## src/rtl/pdm_stream_pkg.sv

```systemverilog
// pdm_stream_pkg: command codes, FSM state types and defaults shared by the PDM stream controller
package pdm_stream_pkg;
  localparam logic [7:0] CMD_START         = 8'h01;
  localparam logic [7:0] CMD_STOP          = 8'h02;
  localparam logic [7:0] CMD_CLR           = 8'h03;
  localparam logic [7:0] FILL_BYTE_DEFAULT = 8'h00;
  typedef enum logic {W_IDLE, W_HIGH} writer_state_t;
  typedef enum logic [1:0] {R_IDLE, R_READ, R_LOAD} reader_state_t;
endpackage

```

## src/rtl/sync_rise_detect.sv

```systemverilog
// sync_rise_detect: two-flop synchronizer plus an edge register flagging a rising edge of an async input
module sync_rise_detect (
  input  logic clk,
  input  logic rst,
  input  logic d,
  output logic rise
);
  logic [2:0] sync_q;
  always_ff @(posedge clk) begin
    if (rst) sync_q <= '0;
    else     sync_q <= {sync_q[1:0], d};
  end
  assign rise = sync_q[1] & ~sync_q[2];
endmodule

```

## src/rtl/pdm_stream_ctrl.sv

```systemverilog
// pdm_stream_ctrl: packs PCM samples into a byte FIFO and hands FIFO bytes to an SPI slave on busy rises
module pdm_stream_ctrl
  import pdm_stream_pkg::*;
#(
  parameter bit         COMPRESSED = 1'b0,
  parameter logic [7:0] FILL_BYTE  = FILL_BYTE_DEFAULT
) (
  input  logic        clk,
  input  logic        rst,
  input  logic        pcm_valid_i,
  input  logic [15:0] pcm_data_i,
  input  logic        spi_busy_i,
  input  logic        spi_rx_valid_i,
  input  logic [7:0]  spi_rx_data_i,
  output logic [7:0]  spi_tx_data_o,
  output logic        spi_tx_valid_o,
  output logic        fifo_wr_en_o,
  output logic [7:0]  fifo_wr_data_o,
  input  logic        fifo_full_i,
  output logic        fifo_rd_en_o,
  input  logic [7:0]  fifo_rd_data_i,
  input  logic        fifo_empty_i,
  output logic        capturing_o,
  output logic        overflow_o,
  output logic [15:0] drop_count_o
);
  writer_state_t w_state, w_next;
  reader_state_t r_state, r_next;
  logic        cmd_start, cmd_stop, cmd_clr, take, drop, busy_rise;
  logic        fill_q, fill_d, wr_en_d, capturing_d, overflow_d;
  logic [7:0]  hi_q, hi_d, wr_data_d, tx_q, tx_d;
  logic [15:0] drop_d;

  sync_rise_detect u_busy (
    .clk  (clk),
    .rst  (rst),
    .d    (spi_busy_i),
    .rise (busy_rise)
  );

  assign cmd_start   = spi_rx_valid_i && spi_rx_data_i == CMD_START;
  assign cmd_stop    = spi_rx_valid_i && spi_rx_data_i == CMD_STOP;
  assign cmd_clr     = spi_rx_valid_i && spi_rx_data_i == CMD_CLR;
  assign take        = w_state == W_IDLE && pcm_valid_i && capturing_o && !fifo_full_i;
  // a sample is lost when the FIFO is full or a byte pair is still in flight
  assign drop        = pcm_valid_i && capturing_o && (w_state == W_HIGH || fifo_full_i);
  assign capturing_d = cmd_start ? 1'b1 : cmd_stop ? 1'b0 : capturing_o;
  assign overflow_d  = drop | (overflow_o & ~cmd_clr);
  assign drop_d      = drop ? (cmd_clr ? 16'd1 : drop_count_o + 16'(drop_count_o != 16'hFFFF))
                            : (cmd_clr ? 16'd0 : drop_count_o);

  always_comb begin
    w_next    = w_state;
    wr_en_d   = 1'b0;
    wr_data_d = fifo_wr_data_o;
    hi_d      = hi_q;
    if (take) begin
      wr_en_d   = 1'b1;
      wr_data_d = COMPRESSED ? pcm_data_i[15:8] : pcm_data_i[7:0];
      hi_d      = pcm_data_i[15:8];
      w_next    = COMPRESSED ? W_IDLE : W_HIGH;
    end else if (w_state == W_HIGH && !fifo_full_i) begin
      wr_en_d   = 1'b1;
      wr_data_d = hi_q;
      w_next    = W_IDLE;
    end
  end

  always_comb begin
    r_next = R_IDLE;
    fill_d = 1'b0;
    if (r_state == R_IDLE && busy_rise) begin
      r_next = fifo_empty_i ? R_IDLE : R_READ;
      fill_d = fifo_empty_i;
    end else if (r_state == R_READ) r_next = R_LOAD;
    tx_d = r_state == R_LOAD ? fifo_rd_data_i : fill_d ? FILL_BYTE : tx_q;
  end

  // FIFO read data arrives during R_LOAD, so it is forwarded straight out and kept in tx_q afterwards
  assign fifo_rd_en_o   = r_state == R_READ && !fifo_empty_i;
  assign spi_tx_valid_o = r_state == R_LOAD || fill_q;
  assign spi_tx_data_o  = r_state == R_LOAD ? fifo_rd_data_i : tx_q;

  always_ff @(posedge clk) begin
    if (rst) begin
      w_state        <= W_IDLE;
      r_state        <= R_IDLE;
      capturing_o    <= 1'b0;
      overflow_o     <= 1'b0;
      drop_count_o   <= '0;
      fifo_wr_en_o   <= 1'b0;
      fifo_wr_data_o <= '0;
      hi_q           <= '0;
      tx_q           <= '0;
      fill_q         <= 1'b0;
    end else begin
      w_state        <= w_next;
      r_state        <= r_next;
      capturing_o    <= capturing_d;
      overflow_o     <= overflow_d;
      drop_count_o   <= drop_d;
      fifo_wr_en_o   <= wr_en_d;
      fifo_wr_data_o <= wr_data_d;
      hi_q           <= hi_d;
      tx_q           <= tx_d;
      fill_q         <= fill_d;
    end
  end
endmodule
```

## config.mk

```make
export PLATFORM = sky130hd
export DESIGN_NAME = pdm_stream_ctrl
export DESIGN_NICKNAME = d
export VERILOG_FILES = /design/src/rtl/pdm_stream_pkg.sv /design/src/rtl/sync_rise_detect.sv /design/src/rtl/pdm_stream_ctrl.sv
export SDC_FILE = /design/constraint.sdc
export NUM_CORES = 1
export LEC_CHECK = 0
export BUFFER_PORTS_ARGS = -buffer_cell sky130_fd_sc_hd__buf_2
export CAP_MARGIN = 20
export CELL_PAD_IN_SITES_DETAIL_PLACEMENT = 1
export CELL_PAD_IN_SITES_GLOBAL_PLACEMENT = 1
export CORE_UTILIZATION = 39
export CTS_BUF_LIST = sky130_fd_sc_hd__clkbuf_8
export DETAILED_ROUTE_END_ITERATION = 10
export GPL_TIMING_DRIVEN = 0
export PLACE_DENSITY = 0.82
export SETUP_SLACK_MARGIN = 0.5
export SLEW_MARGIN = 5
export SYNTH_ARGS = -nofsm -noshare
export SYNTH_HDL_FRONTEND = slang
export SYNTH_HIERARCHICAL = 1
export SYNTH_SLANG_ARGS = --single-unit
export TNS_END_PERCENT = 5
```

## constraint.sdc

```tcl
create_clock -name clk -period 3.15 [get_ports clk]
set_clock_uncertainty 0.1 [all_clocks]
set_input_delay 0.1575 -clock clk [delete_from_list [all_inputs] [get_ports clk]]
set_output_delay 0.1575 -clock clk [all_outputs]
set_load 0.01 [all_outputs]
```

==> After elaboration in Yosys (flattened, before gate mapping) <==
Cells that the tools add are included.
{ "word_totals": {"ramBits": 0, "romBits": 0, "wordCells": 62, "latch_bits": 0, "inputBits": 39, "reg_bits": 50, "memories": 0, "output_inout_bits": 37} }
{ "op_classes": {"n_mul": 0, "n_reduce_logical": 20, "bitwise_logic": 6, "n_eq_ne": 6, "n_mux": 18, "n_div": 0, "n_shift": 0, "add_sub_neg": 1, "order_cmp": 0} }
{ "ops": {"columns": ["operator", "n"], "rows": [
  ["two-way mux 16 bit", 3],
  ["two-way mux 8 bit", 5],
  ["adder 16 x 1 -> 16 bit", 1],
  ["equality test 8 x 2 -> 1 bit, second input constant", 2],
  ["inequality test 16 bit, second input constant", 1],
  ["logical AND 1 bit", 11],
  ["equality test 8 x 1 -> 1 bit, second input constant", 1],
  ["two-way mux 1 bit", 8],
  ["nonzero test 2 bit", 4],
  ["two-way mux 2 bit", 2],
  ["NOT 1 bit", 3],
  ["bitwise AND 1 bit", 2],
  ["equality test 2 x 1 -> 1 bit, second input constant", 1],
  ["equality test 2 bit, second input constant", 1],
  ["logical NOT 1 bit", 2],
  ["logical NOT 2 bit", 1],
  ["logical OR 1 bit", 2],
  ["OR 1 bit", 1]
]} }

==> Logic depth before layout (Yosys ltp) <==
Gate-level depths: netlist of run 1.
{ "depth": {"ltp_word": 6, "depth_mapped": 9, "ltp_nobuf": 8} }

==> By module <==
The synthesis of run 1 kept the hierarchy.
{ "modules_own_cells": {"columns": ["module", "seq_area_each_um2", "n_inst", "cells_per_inst", "area_each_um2"], "rows": [
  ["pdm_stream_ctrl", 940.9, 1, 218, 1945.6],
  ["sync_rise_detect", 60.1, 1, 7, 87.6]
]} }

==> Least setup slack after synthesis of run 1 <==
Ideal clock, no wire load.
{ "synth_timing": {"path_type": "reg2reg", "start": "register drop_count_o[2]", "end": "register drop_count_o[4]", "required_time_ns": 2.936, "t_arrival_ns": 1.731, "synth_period_minus_slack_ns": 1.945, "slack_ns": 1.205, "n_path_buf": 1, "setup_ns": 0.114, "path_stages_with_launch": 9, "path_cell_list": "dfxtp_1 and4_1 buf_2 nand4_1 or2_2 ha_1 nand4_1 xor2_1 nor2_1"} }
{ "synth_between": {"elab_chain_cells": 4} }
{ "synth_rtl": {"columns": ["item", "line", "text"], "rows": [
  ["start, declared", "pdm_stream_ctrl.sv:25", "output logic [15:0] drop_count_o"],
  ["start signal, assigned", "pdm_stream_ctrl.sv:101", "drop_count_o <= drop_d;"],
  ["inequality test 16 bit", "pdm_stream_ctrl.sv:49", "assign drop_d = drop ? (cmd_clr ? 16'd1 : drop_count_o + 16'(drop_count_o != 16'hFFFF))"],
  ["adder 16 x 1 -> 16 bit *", "pdm_stream_ctrl.sv:49", null],
  ["two-way mux 16 bit * (2 in a row)", "pdm_stream_ctrl.sv:49", null]
]} }
Mark *: on every way between the ends. The rest lies on a longest branch, timed or not.
A chain may end at the register's enable or synchronous reset.

==> Worst setup path after layout of run 1 <==
{ "layout_timing": {"start": "register drop_count_o[6]", "end": "register drop_count_o[4]"} }
{ "layout_between": {"elab_chain_cells": 4} }
{ "layout_rtl": {"columns": ["item", "line"], "rows": [
  ["inequality test 16 bit", "pdm_stream_ctrl.sv:49"],
  ["adder 16 x 1 -> 16 bit", "pdm_stream_ctrl.sv:49"],
  ["two-way mux 16 bit (2 in a row)", "pdm_stream_ctrl.sv:49"]
]} }
Every way passes these cells.

==> reports/summary.log, run 1 <==
[logic_synthesis] Distinct cells, synth 36
[sta] setup_tns 0 ns
[critical_path] count of buffering cells on the critical path with inverters included 0
[finish] multi-input logic area 967 um2
[logic_synthesis] simple-gate area share of the yosys netlist 0.261
[finish] area added between synthesis and finish 32.9%
[clock_tree] insertion delay to the later sink of the worst-skew pair 0.31 ns
[critical_path] cell count of the worst reg-to-reg path 7
[finish] number of nets in the finished design 359
[logic_synthesis] share of synthesized registers carrying an async set or reset 0
[logic_synthesis] flop and latch count out of synthesis 50
[finish] Layout fillers 620
[floorplanning] Top Ports 76
[critical_path] critical path start-end classification reg2reg
[logic_synthesis] count of warnings emitted by yosys 6
[logic_synthesis] Synth Area in XOR/XNOR 0.0431
[clock_tree] sink count of the clock tree 50
[sta] f_max 471 MHz
[logic_synthesis] dominant combinational cell family by area after synthesis simple AND/OR/NAND/NOR gates
[critical_path] setup slack of the most critical reg-to-reg path 1.03 ns
[finish] leading cell type in the layout, fill and taps excluded buf_2
[route] DRC violations left 0
[route] drt first-iter violations 59
[route] Post-DRT Antenna Nets 0
[hold_path] launch instance of the worst min-delay path pcm_data_i[8]
[finish] antenna cell count 0
[floorplanning] row cnt 25
[critical_path] worst path cell trace and4_1 > nand4_1 > or2_2 > ha_1 > nand4_1 > xor2_1 > nor2_1
[critical_path] Req. time, crit path 3.26 ns
[floorplanning] starting density of the core 0.417
[clock_tree] clock slew at reported path FFs 0.10 ns
[hold_path] cell count of the worst hold path 3
[floorplanning] die area 5510 um2
[critical_path] highest cell delay on the worst timing path 0.44 ns
[floorplanning] die extent in y 74.2 um
[floorplanning] horizontal die dimension 74.2 um
[finish] combined flip-flop and latch cell area 1000 um2
[route] drt wl/cell 14.3 um
[route] average via count per standard cell 5.03
[critical_path] crit path launch type flop
[logic_synthesis] sequential fraction of the synthesis area 0.492
[placed_design] Port Buffer Count 75
[logic_synthesis] share of cell area taken by muxes after synthesis 0.0443
[pwr] LEAKAGE 1.17 nW
[placed_design] RePlAce Congestion 0.728
[clock_tree] count of hold buffers inserted by post-cts repair 11
[run] max capacitance violation total 0
[sta] Max-slew headroom 0.631
[clock_tree] number of buffers inserted to repair setup after CTS 0
[sta] slack of the critical path 1.03 ns
[logic_synthesis] number of nets in the synthesized netlist 266
[critical_path] Worst Path Max Fanout 6
[floorplanning] Placeable Area 4880 um2
[pwr] power per cell area 410 nW/um2
[clock_tree] total number of H-tree levels 2
[clock_tree] Max Buffers Root-to-Sink 2
[logic_synthesis] number of enable flip-flop cells after synthesis 0
[clock_tree] cell chosen for the clock root clkbuf_8
[placed_design] worst slack, placed 1.02 ns
[global_routing] first-pass GRT wire length 8920 um
[sta] setup repair after global routing missed its margin no
[finish] layout cells sized above 1 0.323
[sta] measured slew at the worst slew-check pin 0.545 ns
[pwr] largest voltage drop on the vdd net 195 uV
[global_routing] via count of the first global-routing pass 1973
[hold_path] path class of the lowest-slack min-delay path in2reg
[critical_path] Arrival @ worst endpoint 2.23 ns
[logic_synthesis] synthesized netlist cell count 225
[route] vias post-DR 1940
[logic_synthesis] predominant post-synthesis flop cell dfxtp_1
[critical_path] cell family contributing the most delay on the critical path simple AND/OR/NAND/NOR gates
[clock_tree] Inserted Clock Buffers 5
[route] Routed WL 5530 um
[global_routing] pin count of the biggest net entering global routing 17
[global_routing] antenna violations before repair 0
[sta] Hold Violations, Final 0
[hold_path] hold-critical path endpoint hi_q[0]$_SDFFE_PP0P_
[global_routing] sum of overflow across all layers after global routing 0
[global_routing] GRT Resource Usage Total 0.212
[logic_synthesis] compound-cell area share of the yosys netlist 0.115
[logic_synthesis] adder and majority gate portion of the synthesized area 0.0123
[logic_synthesis] average size of a mapped cell 9.04 um2
[status] outcome completed
[logic_synthesis] synthesized cell area 2030 um2
[sta] final critical-path required period 2.12 ns
[clock_tree] cells resized by post-CTS repair 0
[pwr] total chip power 0.00111 W
[critical_path] most frequent cell on the critical path nand4_1
[route] DR pass1 iterations 4
[finish] leading cell types in the layout, fill and taps excluded 78 x buf_2, 50 x dfxtp_1, 30 x nand2_1, 25 x nor2_1, 17 x a21oi_1
[critical_path] cell type of the slowest stage on the worst timing path dfxtp_1
[clock_tree] TritonCTS clock tree yes
[sta] setup violation total in the final timing report 0
[critical_path] critical path capture point type flop
[sta] Max Slew Vio Count 0
[critical_path] reg-to-reg critical path endpoint drop_count_o[4]$_SDFFE_PP0P_
[critical_path] startpoint of the worst register-to-register path drop_count_o[6]$_SDFFE_PP0P_
[sta] final period utilization 0.674
[placed_design] post-DP HPWL 4000 um
## registers in the layout, summed over array words and instances (netlist names)
signal,count
fifo_wr_data_o,8
fifo_wr_en_o,1
tx_q,8
w_state,1
u_busy/sync_q,3
hi_q,8
overflow_o,1
drop_count_o,16
fill_q,1
capturing_o,1
r_state,2
## cell type report
class                      instances  share of cell area
buffer                            10              0.0185
sequential                        50               0.371
clock buffer                       6              0.0306
tap                               67              0.0310
inverter                           4             0.00556
timing repair buffer              86               0.180
clock inverter                     2             0.00602
multi-input combinational        161               0.358
## cell usage after synthesis, types with 2 or more instances
| master | number | area (um2) |
|---|---|---|
| dfxtp_1 | 50 | 1000 |
| nand2_1 | 30 | 113 |
| nor2_1 | 25 | 93.8 |
| a21oi_1 | 17 | 85.1 |
| nor2b_1 | 12 | 75.1 |
| xor2_1 | 9 | 78.8 |
| a311oi_1 | 8 | 70.1 |
| mux2_2 | 8 | 90.1 |
| nand4_1 | 8 | 50.1 |
| nand3_1 | 7 | 35.0 |
| and3_1 | 4 | 25.0 |
| clkbuf_1 | 4 | 15.0 |
| inv_1 | 4 | 15.0 |
| o21ai_0 | 4 | 20.0 |
| or3_1 | 4 | 25.0 |
| buf_2 | 3 | 15.0 |
| nor3_1 | 3 | 15.0 |
| a31o_2 | 2 | 17.5 |
| and4_1 | 2 | 17.5 |
| buf_4 | 2 | 15.0 |
| ha_1 | 2 | 25.0 |
| nand2b_1 | 2 | 12.5 |
| or2_2 | 2 | 12.5 |
## cells by family after synthesis
logic type | Yosys count
compound gates | 36
simple gates | 105
flops | 50
fa+ha+maj | 2
mux | 8
buf+inv | 14
xor+xnor | 10
## worst register-to-register path, cell delays in order (launching register included)
cell and delay [ns]:
dfxtp_1 0.44, and4_1 0.31, nand4_1 0.16, or2_2 0.34, ha_1 0.30, nand4_1 0.15, xor2_1 0.17, nor2_1 0.05
## power by group
group	leakage (nW)	internal (W)	total [W]	switching [W]
Sequential	0.403	0.000635	0.000636	0.00000143
Combinational	0.719	0.0000347	0.0000641	0.0000294
Clock	0.0478	0.000181	0.000408	0.000227
## how the worst max path moves through the flow
stage                     cells past startpoint                          from  slack [ns]                            end
after global placement                        8  drop_count_o[3]$_SDFFE_PP0P_        1.07  drop_count_o[14]$_SDFFE_PP0P_
after floorplan                               8  drop_count_o[2]$_SDFFE_PP0P_        1.21   drop_count_o[4]$_SDFFE_PP0P_
final                                         7  drop_count_o[6]$_SDFFE_PP0P_        1.03   drop_count_o[4]$_SDFFE_PP0P_
after global routing                          7  drop_count_o[6]$_SDFFE_PP0P_        0.84  drop_count_o[15]$_SDFFE_PP0P_
after CTS                                     7  drop_count_o[6]$_SDFFE_PP0P_        1.00   drop_count_o[4]$_SDFFE_PP0P_
after detailed placement                      7  drop_count_o[6]$_SDFFE_PP0P_        1.02   drop_count_o[4]$_SDFFE_PP0P_
## stage by stage
stage	instance area [um2]	util	instances	hold slack [ns]
floorplan	2030	-	225	0.129
global placement	2490	0.511	367	0.266
detailed placement	2490	0.511	367	0.268
CTS	2700	0.554	386	0.000703
global route	2700	0.554	386	0.0118
finish	2700	0.554	386	0.00260
## metal layers
| metal | wire [um] | global-route usage | up-vias |
|---|---|---|---|
| li1 | - | - | 963 |
| met1 | 2350 | 0.249 | 929 |
| met2 | 2910 | 0.389 | 43 |
| met3 | 219 | 0.0339 | 5 |
| met4 | 52 | 0.0726 | 0 |
| met5 | 0 | 0 | - |
Power figures use the tool's default switching activity.
==> inputs of run 2 (changes only) <==
CORE_UTILIZATION = 37   (was 39)
PLACE_DENSITY = 0.78   (was 0.82)
clock period = 1.99 ns   (was 3.15 ns; I/O delays follow)
==> reports/summary.log, run 2 (synthesis gave the netlist of run 1 again) <==
[global_routing] GRT Resource Usage Total 0.199 [-0.0130]
[route] DR pass1 iterations 4 [unchanged]
[pwr] power per cell area 627 nW/um2 [+53%]
[floorplanning] die extent in y 76.1 um [+2.6%]
[placed_design] Port Buffer Count 75 [unchanged]
[global_routing] first-pass GRT wire length 9250 um [+3.7%]
[route] drt wl/cell 13.9 um [-2.7%]
[global_routing] via count of the first global-routing pass 2007 [+1.7%]
[sta] final critical-path required period 1.86 ns [-0.263 ns]
[finish] leading cell type in the layout, fill and taps excluded buf_2
[floorplanning] starting density of the core 0.391 [-0.0260]
[finish] number of flip-flops under the largest register name 16 [unchanged]
[finish] leading cell types in the layout, fill and taps excluded 76 x buf_2, 41 x dfxtp_1, 30 x nand2_1, 24 x nor2_1, 21 x dlygate4sd3_1
[route] Post-DRT Antenna Nets 0 [unchanged]
[critical_path] highest cell delay on the worst timing path 0.42 ns [-0.02 ns]
[floorplanning] row cnt 26 [+4.0%]
[floorplanning] Top Ports 76 [unchanged]
[sta] setup violation total in the final timing report 0 [unchanged]
[clock_tree] insertion delay to the later sink of the worst-skew pair 0.31 ns [about the same]
[critical_path] Req. time, crit path 2.13 ns [-1.13 ns]
[status] outcome completed
[sta] final period utilization 0.934 [+0.260]
[route] Routed WL 5620 um [+1.6%]
[finish] antenna cell count 0 [unchanged]
[clock_tree] Inserted Clock Buffers 5 [unchanged]
[global_routing] sum of overflow across all layers after global routing 0 [unchanged]
[sta] setup_tns 0 ns [unchanged]
[critical_path] worst path cell trace and4_1 > buf_6 > nand4_1 > or2_4 > ha_4 > nand3_4 > or4_4 > a21oi_2
[route] vias post-DR 1987 [+2.4%]
[global_routing] pin count of the biggest net entering global routing 17 [unchanged]
[finish] Largest Register drop_count_o
[sta] Max-slew headroom 0.664 [+0.0324]
[clock_tree] clock slew at reported path FFs 0.09 ns [about the same]
[critical_path] crit path launch type flop
[route] DRC violations left 0 [unchanged]
[finish] combined flip-flop and latch cell area 1020 um2 [+1.9%]
[finish] Layout fillers 631 [+1.8%]
[pwr] LEAKAGE 1.26 nW [+7.9%]
[clock_tree] TritonCTS clock tree yes
[finish] multi-input logic area 1030 um2 [+7.0%]
[floorplanning] horizontal die dimension 76.1 um [+2.6%]
[critical_path] critical path capture point type flop
[floorplanning] die area 5800 um2 [+5.3%]
[floorplanning] Placeable Area 5200 um2 [+6.7%]
[clock_tree] total number of H-tree levels 2 [unchanged]
[clock_tree] cell chosen for the clock root clkbuf_8
[finish] Finished Core Util 0.568 [+0.0147]
[placed_design] post-DP HPWL 3730 um [-6.7%]
[sta] Hold Violations, Final 0 [unchanged]
[sta] Max Slew Vio Count 0 [unchanged]
[critical_path] cell type of the slowest stage on the worst timing path or4_4
[hold_path] path class of the lowest-slack min-delay path in2reg
[global_routing] antenna violations before repair 0 [unchanged]
[route] average via count per standard cell 4.93 [-1.9%]
[critical_path] critical path start-end classification reg2reg
[sta] setup repair after global routing missed its margin yes
[finish] area added between synthesis and finish 45.5%
[critical_path] Worst Path Max Fanout 6 [unchanged]
[clock_tree] Max Buffers Root-to-Sink 2 [unchanged]
[finish] number of nets in the finished design 373 [+3.9%]
[run] max capacitance violation total 0 [unchanged]
[pwr] total chip power 0.00186 W [+67%]
[sta] f_max 538 MHz [+14%]
[placed_design] RePlAce Congestion 0.712 [-2.2%]
[critical_path] Arrival @ worst endpoint 2.00 ns [-0.23 ns]
[sta] measured slew at the worst slew-check pin 0.497 ns [-0.0479 ns]
[clock_tree] sink count of the clock tree 50 [unchanged]
[route] drt first-iter violations 58 [-1.7%]
[finish] layout cells sized above 1 0.378 [+0.0555]
[pwr] largest voltage drop on the vdd net 423 uV [+120%]
==> run 2: metal layers <==
layer  share of wire  vias up  GRT usage
met4           0.011        0     0.0692
met2            0.52       42      0.358
met1            0.43      940      0.231
met5               0        -          0
li1                -      999          -
met3           0.042        6     0.0455
==> run 2: stage by stage <==
stage	setup WS, ns	cells	hold slack, ns	area (um2)
after global placement	0.171	370	0.208	2540
after detailed placement	0.126	370	0.211	2540
after global routing	0.0445	403	0.0533	2960
after CTS	0.0994	400	0.0374	2900
after floorplan	0.233	225	0.0711	2070
final	0.131	403	0.0510	2960
==> run 2: report_power, final <==
group	switching [W]	internal (W)	total (W)
clock	0.000357	0.000377	0.000734
sequential	0.00000229	0.00100	0.00100
combinational	0.0000490	0.0000691	0.000118
total	0.000408	0.00145	0.00186
==> run 2: final cells by class <==
class / instances / share of cell area
Multi-Input combinational cell: 161 / 0.350
Inverter: 4 / 0.00508
Sequential cell: 50 / 0.345
Clock inverter: 3 / 0.0148
Timing Repair Buffer: 100 / 0.210
Clock buffer: 5 / 0.0233
Tap cell: 70 / 0.0296
Buffer: 10 / 0.0224
==> run 2: critical path: cells and delay by family (launching register included) <==
| kind | cells | cell delay [ns] |
|---|---|---|
| AOI/OAI and AO/OA | 1 | 0.12 |
| adders and majority gates | 1 | 0.18 |
| buffers and inverters | 1 | 0.12 |
| DFF | 1 | 0.36 |
| and+or+nand+nor | 5 | 0.92 |
==> run 2: path summary, 6_finish.rpt <==
kind / to / slack, ns / startpoint / depth (start not counted)
max: drop_count_o[14]$_SDFFE_PP0P_ / 0.13 / drop_count_o[2]$_SDFFE_PP0P_ / 8
min: tx_q[6]$_SDFFE_PP0P_ / 0.05 / fifo_rd_data_i[6] / 3
max reg2reg: drop_count_o[14]$_SDFFE_PP0P_ / 0.13 / drop_count_o[2]$_SDFFE_PP0P_ / 8
min reg2reg: u_busy/sync_q[1]$_SDFF_PP0_ / 0.36 / u_busy/sync_q[0]$_SDFF_PP0_ / 1
==> run 2: what timing repair did <==
item,in CTS,in global routing
pin swaps,0,3
setup buffers,0,3
gates resized for setup,8,9
setup endpoints to repair,43,41
hold buffers,21,0
hold endpoints to repair,24,0
cloned,1,0
==> inputs of run 3 (changes only) <==
ABC_AREA = 1   (was unset)
CORE_UTILIZATION = 35   (was 37)
PLACE_DENSITY = 0.76   (was 0.78)
==> reports/summary.log, run 3 <==
[status] outcome complete, but fails checks
[status] violations in the final reports negative hold slack
[clock_tree] cell chosen for the clock root clkbuf_8
[clock_tree] TritonCTS clock tree yes
[critical_path] Arrival @ worst endpoint 1.98 ns [-0.02 ns]
[sta] setup violation total in the final timing report 0 [unchanged]
[finish] number of flip-flops under the largest register name 16 [unchanged]
[logic_synthesis] flop and latch count out of synthesis 50 [unchanged]
[route] drt wl/cell 13.5 um [-2.8%]
[global_routing] GRT Resource Usage Total 0.216 [+0.0170]
[route] vias post-DR 2557 [+29%]
[floorplanning] horizontal die dimension 82.9 um [+8.8%]
[pwr] power per cell area 516 nW/um2 [-18%]
[logic_synthesis] top area cells in the synthesized netlist dfxtp_1 44%, nand2_1 16%, nor2_1 8.2%
[sta] Max-slew headroom 0.681 [+0.0174]
[floorplanning] row cnt 29 [+12%]
[critical_path] critical path capture point type flop
[finish] number of nets in the finished design 495 [+33%]
[clock_tree] total number of H-tree levels 2 [unchanged]
[sta] Max Slew Vio Count 0 [unchanged]
[critical_path] worst path cell trace nand2_4 > nor2_4 > nand3_2 > or3_4 > ha_4 > buf_4 > nand2_1 > xor2_1 > nor2_1
[finish] leading cell types in the layout, fill and taps excluded 94 x nand2_1, 77 x buf_2, 48 x nor2_1, 38 x inv_1, 38 x dfxtp_1
[logic_synthesis] area fraction of the dominant cell type after synthesis 0.437 [-0.0549]
[logic_synthesis] count of warnings emitted by yosys 6 [unchanged]
[logic_synthesis] Commonest cells post-synth 99 x nand2_1, 50 x dfxtp_1, 50 x nor2_1
[finish] antenna cell count 0 [unchanged]
[clock_tree] insertion delay to the later sink of the worst-skew pair 0.30 ns [about the same]
[pwr] switching share of power 0.234 [+0.0144]
[clock_tree] Inserted Clock Buffers 5 [unchanged]
[logic_synthesis] average size of a mapped cell 6.81 um2 [-25%]
[floorplanning] starting density of the core 0.362 [-0.0282]
[route] average via count per standard cell 4.82 [-2.3%]
[route] drt first-iter violations 74 [+28%]
[critical_path] Worst Path Max Fanout 3 [-3]
[sta] Hold Violations, Final 1 [+1]
[sta] final critical-path required period 1.88 ns [+0.0194 ns]
[sta] setup_tns 0 ns [unchanged]
[pwr] LEAKAGE 1.69 nW [+34%]
[placed_design] Port Buffer Count 75 [unchanged]
[finish] Largest Register drop_count_o
[floorplanning] Placeable Area 6310 um2 [+21%]
[pwr] total chip power 0.00169 W [-8.9%]
[clock_tree] clock slew at reported path FFs 0.10 ns [about the same]
[sta] final period utilization 0.944 [+0.00974]
[placed_design] RePlAce Congestion 0.765 [+7.4%]
[logic_synthesis] count leader, synth nand2_1
[finish] multi-input logic area 1160 um2 [+12%]
[sta] setup repair after global routing missed its margin yes
[global_routing] first-pass GRT wire length 12100 um [+31%]
[finish] Layout fillers 845 [+34%]
[finish] Finished Core Util 0.519 [-0.0492]
[route] DR pass1 iterations 4 [unchanged]
[global_routing] antenna violations before repair 0 [unchanged]
[pwr] power spent charging and discharging nets 0.000396 W [-2.9%]
[pwr] internal power 0.00129 W [-11%]
[logic_synthesis] number of nets in the synthesized netlist 377 [+42%]
[pwr] clock power share 0.337 [-0.059]
[finish] layout cells sized above 1 0.333 [-0.0458]
[floorplanning] die extent in y 82.9 um [+8.8%]
[global_routing] via count of the first global-routing pass 2668 [+33%]
[logic_synthesis] share of synthesized registers carrying an async set or reset 0 [unchanged]
[pwr] largest voltage drop on the vdd net 308 uV [-27%]
[finish] combined flip-flop and latch cell area 1030 um2 [+0.61%]
[finish] leading cell type in the layout, fill and taps excluded nand2_1
[critical_path] cell type of the slowest stage on the worst timing path or3_4
[clock_tree] Max Buffers Root-to-Sink 2 [unchanged]
[hold_path] path class of the lowest-slack min-delay path in2reg
[floorplanning] Top Ports 76 [unchanged]
[route] Post-DRT Antenna Nets 0 [unchanged]
[logic_synthesis] predominant post-synthesis flop cell dfxtp_1
[clock_tree] sink count of the clock tree 50 [unchanged]
[logic_synthesis] number of enable flip-flop cells after synthesis 0 [unchanged]
[pwr] part of the power in combinational logic 0.071 [+0.007]
[critical_path] count of buffering cells on the critical path with inverters included 1 [unchanged]
[global_routing] pin count of the biggest net entering global routing 14 [-3]
[finish] area added between synthesis and finish 43.2%
[logic_synthesis] synthesized netlist cell count 336 [+49%]
[logic_synthesis] top cell type by total area after synthesis dfxtp_1
[logic_synthesis] Distinct cells, synth 27 [-25%]
[logic_synthesis] synthesized cell area 2290 um2 [+13%]
[route] DRC violations left 0 [unchanged]
[floorplanning] die area 6870 um2 [+18%]
[critical_path] highest cell delay on the worst timing path 0.38 ns [-0.04 ns]
[logic_synthesis] sequential fraction of the synthesis area 0.437 [-0.0549]
[critical_path] critical path start-end classification reg2reg
[sta] f_max 532 MHz [-1.0%]
[critical_path] crit path launch type flop
[placed_design] post-DP HPWL 4680 um [+25%]
[run] max capacitance violation total 0 [unchanged]
[finish] Final Instance Count excl. Fillers 531 [+32%]
[placed_design] number of instances in the placed design 488 [+32%]
[critical_path] cell family contributing the most delay on the critical path simple AND/OR/NAND/NOR gates
[critical_path] Req. time, crit path 2.09 ns [-0.04 ns]
[sta] Hold Slack -0.000439 ns [-0.0515 ns]
[pwr] sequential cell fraction of total power 0.592 [+0.051]
[sta] measured slew at the worst slew-check pin 0.478 ns [-0.0192 ns]
[route] Routed WL 7190 um [+28%]
[global_routing] sum of overflow across all layers after global routing 0 [unchanged]
[run 3: cells by family (layout without fill, tap and decap cells)]
| family | after synthesis | after routing | share of synthesized area |
|---|---|---|---|
| AOI/OAI and AO/OA | 46 | 46 | 0.103 |
| adders and majority gates | 2 | 2 | 0.0109 |
| DFF | 50 | 50 | 0.437 |
| buffers and inverters | 51 | 169 | 0.0957 |
| and+or+nand+nor | 185 | 185 | 0.345 |
| xor gates and xnor gates | 2 | 2 | 0.00766 |
[run 3: path summary, 6_finish.rpt]
kind	endpoint	cells after the start	slack, ns	from
max	drop_count_o[1]$_SDFFE_PP0P_	9	0.11	drop_count_o[6]$_SDFFE_PP0P_
min	capturing_o$_SDFFE_PP0P_	4	-0.0004	spi_rx_data_i[2]
max reg2reg	drop_count_o[1]$_SDFFE_PP0P_	9	0.11	drop_count_o[6]$_SDFFE_PP0P_
min reg2reg	u_busy/sync_q[1]$_SDFF_PP0_	2	0.31	u_busy/sync_q[0]$_SDFF_PP0_
[run 3: area by class of cell]
cell class	instances	share of cell area
inverter	43	0.0500
buffer	8	0.0168
clock inverter	2	0.00229
sequential	50	0.313
tap	77	0.0294
multi-input combinational	235	0.355
clock buffer	5	0.0210
timing repair buffer	111	0.212
[run 3: power groups by stage]
| stage | Combinational, W | Sequential (W) | Clock, W |
|---|---|---|---|
| final | 0.000120 | 0.00100 | 0.000570 |
| after global routing | 0.000134 | 0.00100 | 0.000624 |
| after CTS | 0.000120 | 0.00100 | 0.000586 |
| after floorplan | 0.0000374 | 0.00103 | 0 |
| after detailed placement | 0.0000945 | 0.00103 | 0 |
| after global placement | 0.0000920 | 0.00103 | 0 |
[run 3: routing by layer]
metal	wire, um	global-route usage	up-vias
met3	256	0.0408	7
met4	78	0.0564	0
met1	3010	0.244	1215
li1	-	-	1284
met5	0	0	-
met2	3850	0.411	51
[run 3: through the flow]
step                      instance area, um2  setup slack [ns]  hold WS, ns
after floorplan                         2310             0.205       0.0707
after global placement                  2780            0.0621        0.205
after detailed placement                2780          -0.00292        0.207
after CTS                               3220             0.131      0.00379
after global routing                    3280            0.0222       0.0144
final                                   3280             0.112    -0.000439
[run 3: worst register-to-register path, delay by kind of cell, from the launching register on]
family | cells | cell delay (ns)
simple gates | 6 | 0.82
flops | 1 | 0.37
fa+ha+maj | 1 | 0.20
xor+xnor | 1 | 0.16
buf+inv | 1 | 0.14
[run 3: what timing repair did]
action	CTS	global route
hold endpoints to repair	18	0
gates cloned	0	0
resized for setup	19	12
buffers inserted	16	3
endpoints found under the setup margin	25	37
pin swaps	4	11
hold buffers	17	0
